<file path="src/rtl/rom_arbiter.sv">
// Two-port arbiter in front of a synchronous-read ROM: one read in flight,
// fixed-priority or round-robin selection, registered acks, data and valids.
module rom_arbiter #(
  parameter int ADDR_WIDTH  = 12,
  parameter int DATA_WIDTH  = 8,
  parameter int ROM_LATENCY = 1,
  parameter int FIXED_PRIO  = 0
) (
  input  logic                  clk,
  input  logic                  rst_n,
  input  logic                  req0,
  input  logic [ADDR_WIDTH-1:0] addr0,
  output logic                  ack0,
  output logic                  rvalid0,
  output logic [DATA_WIDTH-1:0] rdata0,
  input  logic                  req1,
  input  logic [ADDR_WIDTH-1:0] addr1,
  output logic                  ack1,
  output logic                  rvalid1,
  output logic [DATA_WIDTH-1:0] rdata1,
  output logic [ADDR_WIDTH-1:0] rom_addr,
  input  logic [DATA_WIDTH-1:0] rom_dout,
  output logic                  busy
);

  localparam int CNT_W = 2;
  localparam logic [CNT_W-1:0] CNT_INIT = CNT_W'(ROM_LATENCY - 1);

  typedef enum logic [1:0] {
    IDLE  = 2'd0,
    ISSUE = 2'd1,
    WAIT  = 2'd2
  } state_e;

  state_e                state_q,    state_d;
  logic                  gnt_q,      gnt_d;
  logic                  prio_q,     prio_d;
  logic [CNT_W-1:0]      cnt_q,      cnt_d;
  logic [ADDR_WIDTH-1:0] rom_addr_q, rom_addr_d;
  logic [1:0]            ack_q,      ack_d;
  logic [1:0]            rvalid_q,   rvalid_d;
  logic [DATA_WIDTH-1:0] rdata0_q,   rdata0_d;
  logic [DATA_WIDTH-1:0] rdata1_q,   rdata1_d;
  logic                  busy_q,     busy_d;

  logic any_req;
  logic win;

  // prio_q names the port that wins the next tie; it only matters in round-robin mode.
  always_comb begin
    any_req = req0 | req1;
    if (req0 && req1) begin
      win = (FIXED_PRIO != 0) ? 1'b0 : prio_q;
    end else begin
      win = ~req0;
    end
  end

  // NOTE: every variable gets a default before the case so no path leaves it unassigned (no latches).
  always_comb begin
    state_d    = state_q;
    gnt_d      = gnt_q;
    prio_d     = prio_q;
    cnt_d      = cnt_q;
    rom_addr_d = rom_addr_q;
    ack_d      = '0;
    rvalid_d   = '0;
    rdata0_d   = rdata0_q;
    rdata1_d   = rdata1_q;

    case (state_q)
      IDLE: begin
        if (any_req) begin
          gnt_d      = win;
          prio_d     = ~win;
          rom_addr_d = win ? addr1 : addr0;
          ack_d[win] = 1'b1;
          state_d    = ISSUE;
        end
      end
      ISSUE: begin
        cnt_d   = CNT_INIT;
        state_d = WAIT;
      end
      WAIT: begin
        if (cnt_q == '0) begin
          if (gnt_q) rdata1_d = rom_dout;
          else       rdata0_d = rom_dout;
          rvalid_d[gnt_q] = 1'b1;
          state_d         = IDLE;
        end else begin
          cnt_d = cnt_q - CNT_W'(1);
        end
      end
      default: state_d = IDLE;
    endcase

    busy_d = (state_d != IDLE);
  end

  // NOTE: state flops use non-blocking assignments so all registers update together at the edge.
  always_ff @(posedge clk or negedge rst_n) begin
    if (!rst_n) begin
      state_q    <= IDLE;
      gnt_q      <= 1'b0;
      prio_q     <= 1'b0;
      cnt_q      <= '0;
      rom_addr_q <= '0;
      ack_q      <= '0;
      rvalid_q   <= '0;
      rdata0_q   <= '0;
      rdata1_q   <= '0;
      busy_q     <= 1'b0;
    end else begin
      state_q    <= state_d;
      gnt_q      <= gnt_d;
      prio_q     <= prio_d;
      cnt_q      <= cnt_d;
      rom_addr_q <= rom_addr_d;
      ack_q      <= ack_d;
      rvalid_q   <= rvalid_d;
      rdata0_q   <= rdata0_d;
      rdata1_q   <= rdata1_d;
      busy_q     <= busy_d;
    end
  end

  assign ack0     = ack_q[0];
  assign ack1     = ack_q[1];
  assign rvalid0  = rvalid_q[0];
  assign rvalid1  = rvalid_q[1];
  assign rdata0   = rdata0_q;
  assign rdata1   = rdata1_q;
  assign rom_addr = rom_addr_q;
  assign busy     = busy_q;

endmodule

</file>
<file path="config.mk">
export PLATFORM = sky130hd
export DESIGN_NAME = rom_arbiter
export DESIGN_NICKNAME = d
export VERILOG_FILES = /design/src/rtl/rom_arbiter.sv
export SDC_FILE = /design/constraint.sdc
export NUM_CORES = 1
export LEC_CHECK = 0
export CAP_MARGIN = 20
export CORE_ASPECT_RATIO = 1.2
export CORE_MARGIN = 2
export CORE_UTILIZATION = 35
export DETAILED_ROUTE_END_ITERATION = 16
export PLACE_DENSITY = 0.67
export SETUP_SLACK_MARGIN = 0.3
export SLEW_MARGIN = 0
export SYNTH_ARGS = -nofsm -noshare
export SYNTH_HDL_FRONTEND = slang
export SYNTH_SLANG_ARGS = --single-unit
</file>
<file path="constraint.sdc">
create_clock -name clk -period 2.8 [get_ports clk]
set_input_delay 0.28 -clock clk [delete_from_list [all_inputs] [get_ports clk]]
set_output_delay 0.28 -clock clk [all_outputs]
set_load 0.01 [all_outputs]
</file>
==> impl_results.md <==
- Fmax: approximately 0.53 GHz
- Die W: approximately 67 um
- Max-Slew Margin vs Limit: 43.5%
- Post-Syn Area: 0.00167 mm2
- Final-report setup violation count: 0
- Clock Sink Count: 39
- Post-synth top area cell: dfrtp_1
- Critical Path End Type: register
- Post-DP HPWL: 2620 um
- Clock buffer depth: 2
- Slew Viols, Final: 0
- Global Route Usage Sum: between 10 and 15%
- Antenna cell count: 0
- Synthesized Nets: 150
- Vias in the first global route: ~1300
- Final wirelength: 3420 um
- Reg2Reg Capture Point: rdata1[6]
- Post-route ant nets: 0
- Via density: 4.71
- Filler cells: 413
- Number of primary I/O pins: 69
- Synth top cells by count: dfrtp_1, mux2_2, mux2_4, inv_1, a21oi_1
- Total of warnings raised by yosys: 0
- Critical path arrival: approximately 2100 ps
- DRT iter0 DRCs: 20
- CP startpoint kind: input port
- Cell with the most instances after synthesis: dfrtp_1
- CP max FO: 14
- Post-synthesis async set-or-reset flop share: 100%
- Hold_buf cts: 0
- Drt wl/cell: 14.1 um
- Full die area: 0.00535 mm2
- Largest net degree at the start of global routing: 40
- GPL Wtd Cong: 0.618
- Tightest Hold Check Type: input port to async pin
- P_leak: 1.05 nW
- Syn avg cell area: 14.8 um2
- Status: finished, final reports clean
- TritonCTS clock tree: yes
- Port bufs: 68
- Layout cells sized above 1: between 20% and 30%
- CP bufs+invs: 1
- DR vias: 1144
- FP Rows: 27
- Drc violations: 0
- Clock skew: 7.73 ps
- Synth-to-Final Area Change: 47.6%
- Top FF cell, synth: dfrtp_1
- R2R Setup Slk: 900 ps
- Crit Path Class: input port to register
- Die Ht: 79.8 um
- Sequential share of the synthesized area: 58.3%
- Top delay family on crit path: multiplexers
- Post-route minimum period: around 1900 ps
- Setup_tns: 0 ps
- Clock transition at path regs: approximately 70 ps
- Post-Synthesis Cells: 113
- Wire length of the first global-routing pass: approximately 5800 um
- Core Area: between 0.004 and 0.005 mm2
- Share of Yosys cell area claimed by the top area cell type: 58.3%
- Final non-filler cell total: 243
- Unrepaired setup endpoints after global routing: false
- Synthesized flop and latch total: 39
- CP Cell Sequence: clkdlybuf4s50_1 -> a21boi_2 -> mux2_2 -> mux2_2
- Cell Pwr Density: 1030 mW/mm2
- Setup WS pre-CTS: 588 ps
- Clock insertion delay at the later pin of the skew report: 290 ps
- Worst reg-to-reg path cell count: 5
- Post-CTS resize count: 0
- Final nets: 221
- Initial antenna violation count: 0
- CP max stage cell: a21boi_2
- H-tree Lvls: 2
- Top cells by area, synth: dfrtp_1, mux2_2, mux2_4
- TritonCTS Buffers: 5
- EDFF count, synth: 0
- TritonRoute pass-1 iters: 3
- Max-cap viol count: 0
- Synth unique cells: 21
- CP max stage delay: 600 ps
- Placed instance count: 235
- VDD IR max: 0.550 mV
- Total setup buffers inserted after CTS: 0
- GRT overflow: 0
- Root buf cell: clkbuf_8
- Worst EP required: 2980 ps
- Final WS setup: approximately 900 ps
- Final Power: around 0.0025 W
- Cell mode on critical path: mux2_2
- FF-to-FF Start: cnt_q[0]
- Final Hold Fails: 0
- Finished Core Util: 53.8%
- Worst-margin pin slew: 847 ps
- Final period util: around 68%
- Starting Density: 36.4%
## cell usage in the layout (no fill, tap or decap), types with 2 or more instances in the layout
cell             count
dfrtp_1             39
inv_1                6
o21ai_0              2
clkdlybuf4s50_1     67
nor3b_1              2
clkbuf_1             2
a21oi_1              4
nor2_1               3
clkbuf_8             5
mux2_2              33
mux2_4               8
nand2_1              2
## worst register-to-register path, delay by kind of cell (launching register included)
kind,cells,cell delay [ps]
and+or+nand+nor,2,680
DFF,1,410
adders and majority gates,1,240
muxes,1,390
buffers and inverters,1,70
## flip-flops by register name, summed over array words and instances, names as in the netlist, 2 cells and up
| register | cells |
|---|---|
| rvalid_q | 2 |
| rdata0 | 8 |
| rom_addr | 12 |
| ack_q | 2 |
| cnt_q | 2 |
| state_q | 2 |
| rdata1 | 8 |
## worst max-delay path by stage
| stage | startpoint | to | slack [ps] | cells past startpoint |
|---|---|---|---|---|
| after floorplan | cnt_q[0] | rdata1[0] | 1180 | 6 |
| after global placement | req0 | rom_addr[9] | 640 | 4 |
| after detailed placement | req0 | rom_addr[9] | 590 | 4 |
| after CTS | cnt_q[0] | rdata1[4] | 880 | 5 |
| after global routing | req0 | rom_addr[9] | 800 | 4 |
| final | req0 | rom_addr[9] | 900 | 4 |
## power by group
part | leakage [nW] | switching [W] | internal, W | total (W)
Sequential | 0.469 | 0.000158 | 0.000828 | 0.000986
Clock | 0.0422 | 0.000182 | 0.000175 | 0.000356
Combinational | 0.537 | 0.000433 | 0.000768 | 0.00120
Total | 1.05 | 0.000772 | 0.00177 | 0.00254
## cell families (layout without fill, tap and decap cells)
logic type      count (synthesis)  count (layout)  share of synthesized area, %
buf+inv                        10              82                          3.29
mux                            41              41                          29.4
simple gates                   12              12                          4.49
fa+ha+maj                       1               1                         0.747
compound gates                 10              10                          3.81
flops                          39              39                          58.3
## area by class of cell
class | instances | area (um2) | area share (%)
clock buffer | 7 | 76.3 | 3.09
tap | 58 | 72.6 | 2.94
multi-input combinational | 64 | 643 | 26.0
clock inverter | 1 | 5.00 | 0.203
sequential | 39 | 976 | 39.5
inverter | 6 | 22.5 | 0.911
timing repair buffer | 68 | 676 | 27.3
## per-layer routing
| metal | GRT usage, % | part of all wire, % |
|---|---|---|
| met5 | 0 | 0 |
| met4 | 4.90 | 1.3 |
| met3 | 6.77 | 11 |
| met2 | 23.6 | 50 |
| met1 | 16.7 | 38 |
## stage by stage
stage	hold slack [ps]	instance area [um2]
after floorplan	-15.6	1670
after global placement	427	2390
after detailed placement	448	2390
after CTS	124	2470
after global routing	166	2470
final	94.7	2470
Power figures use the tool's default switching activity.
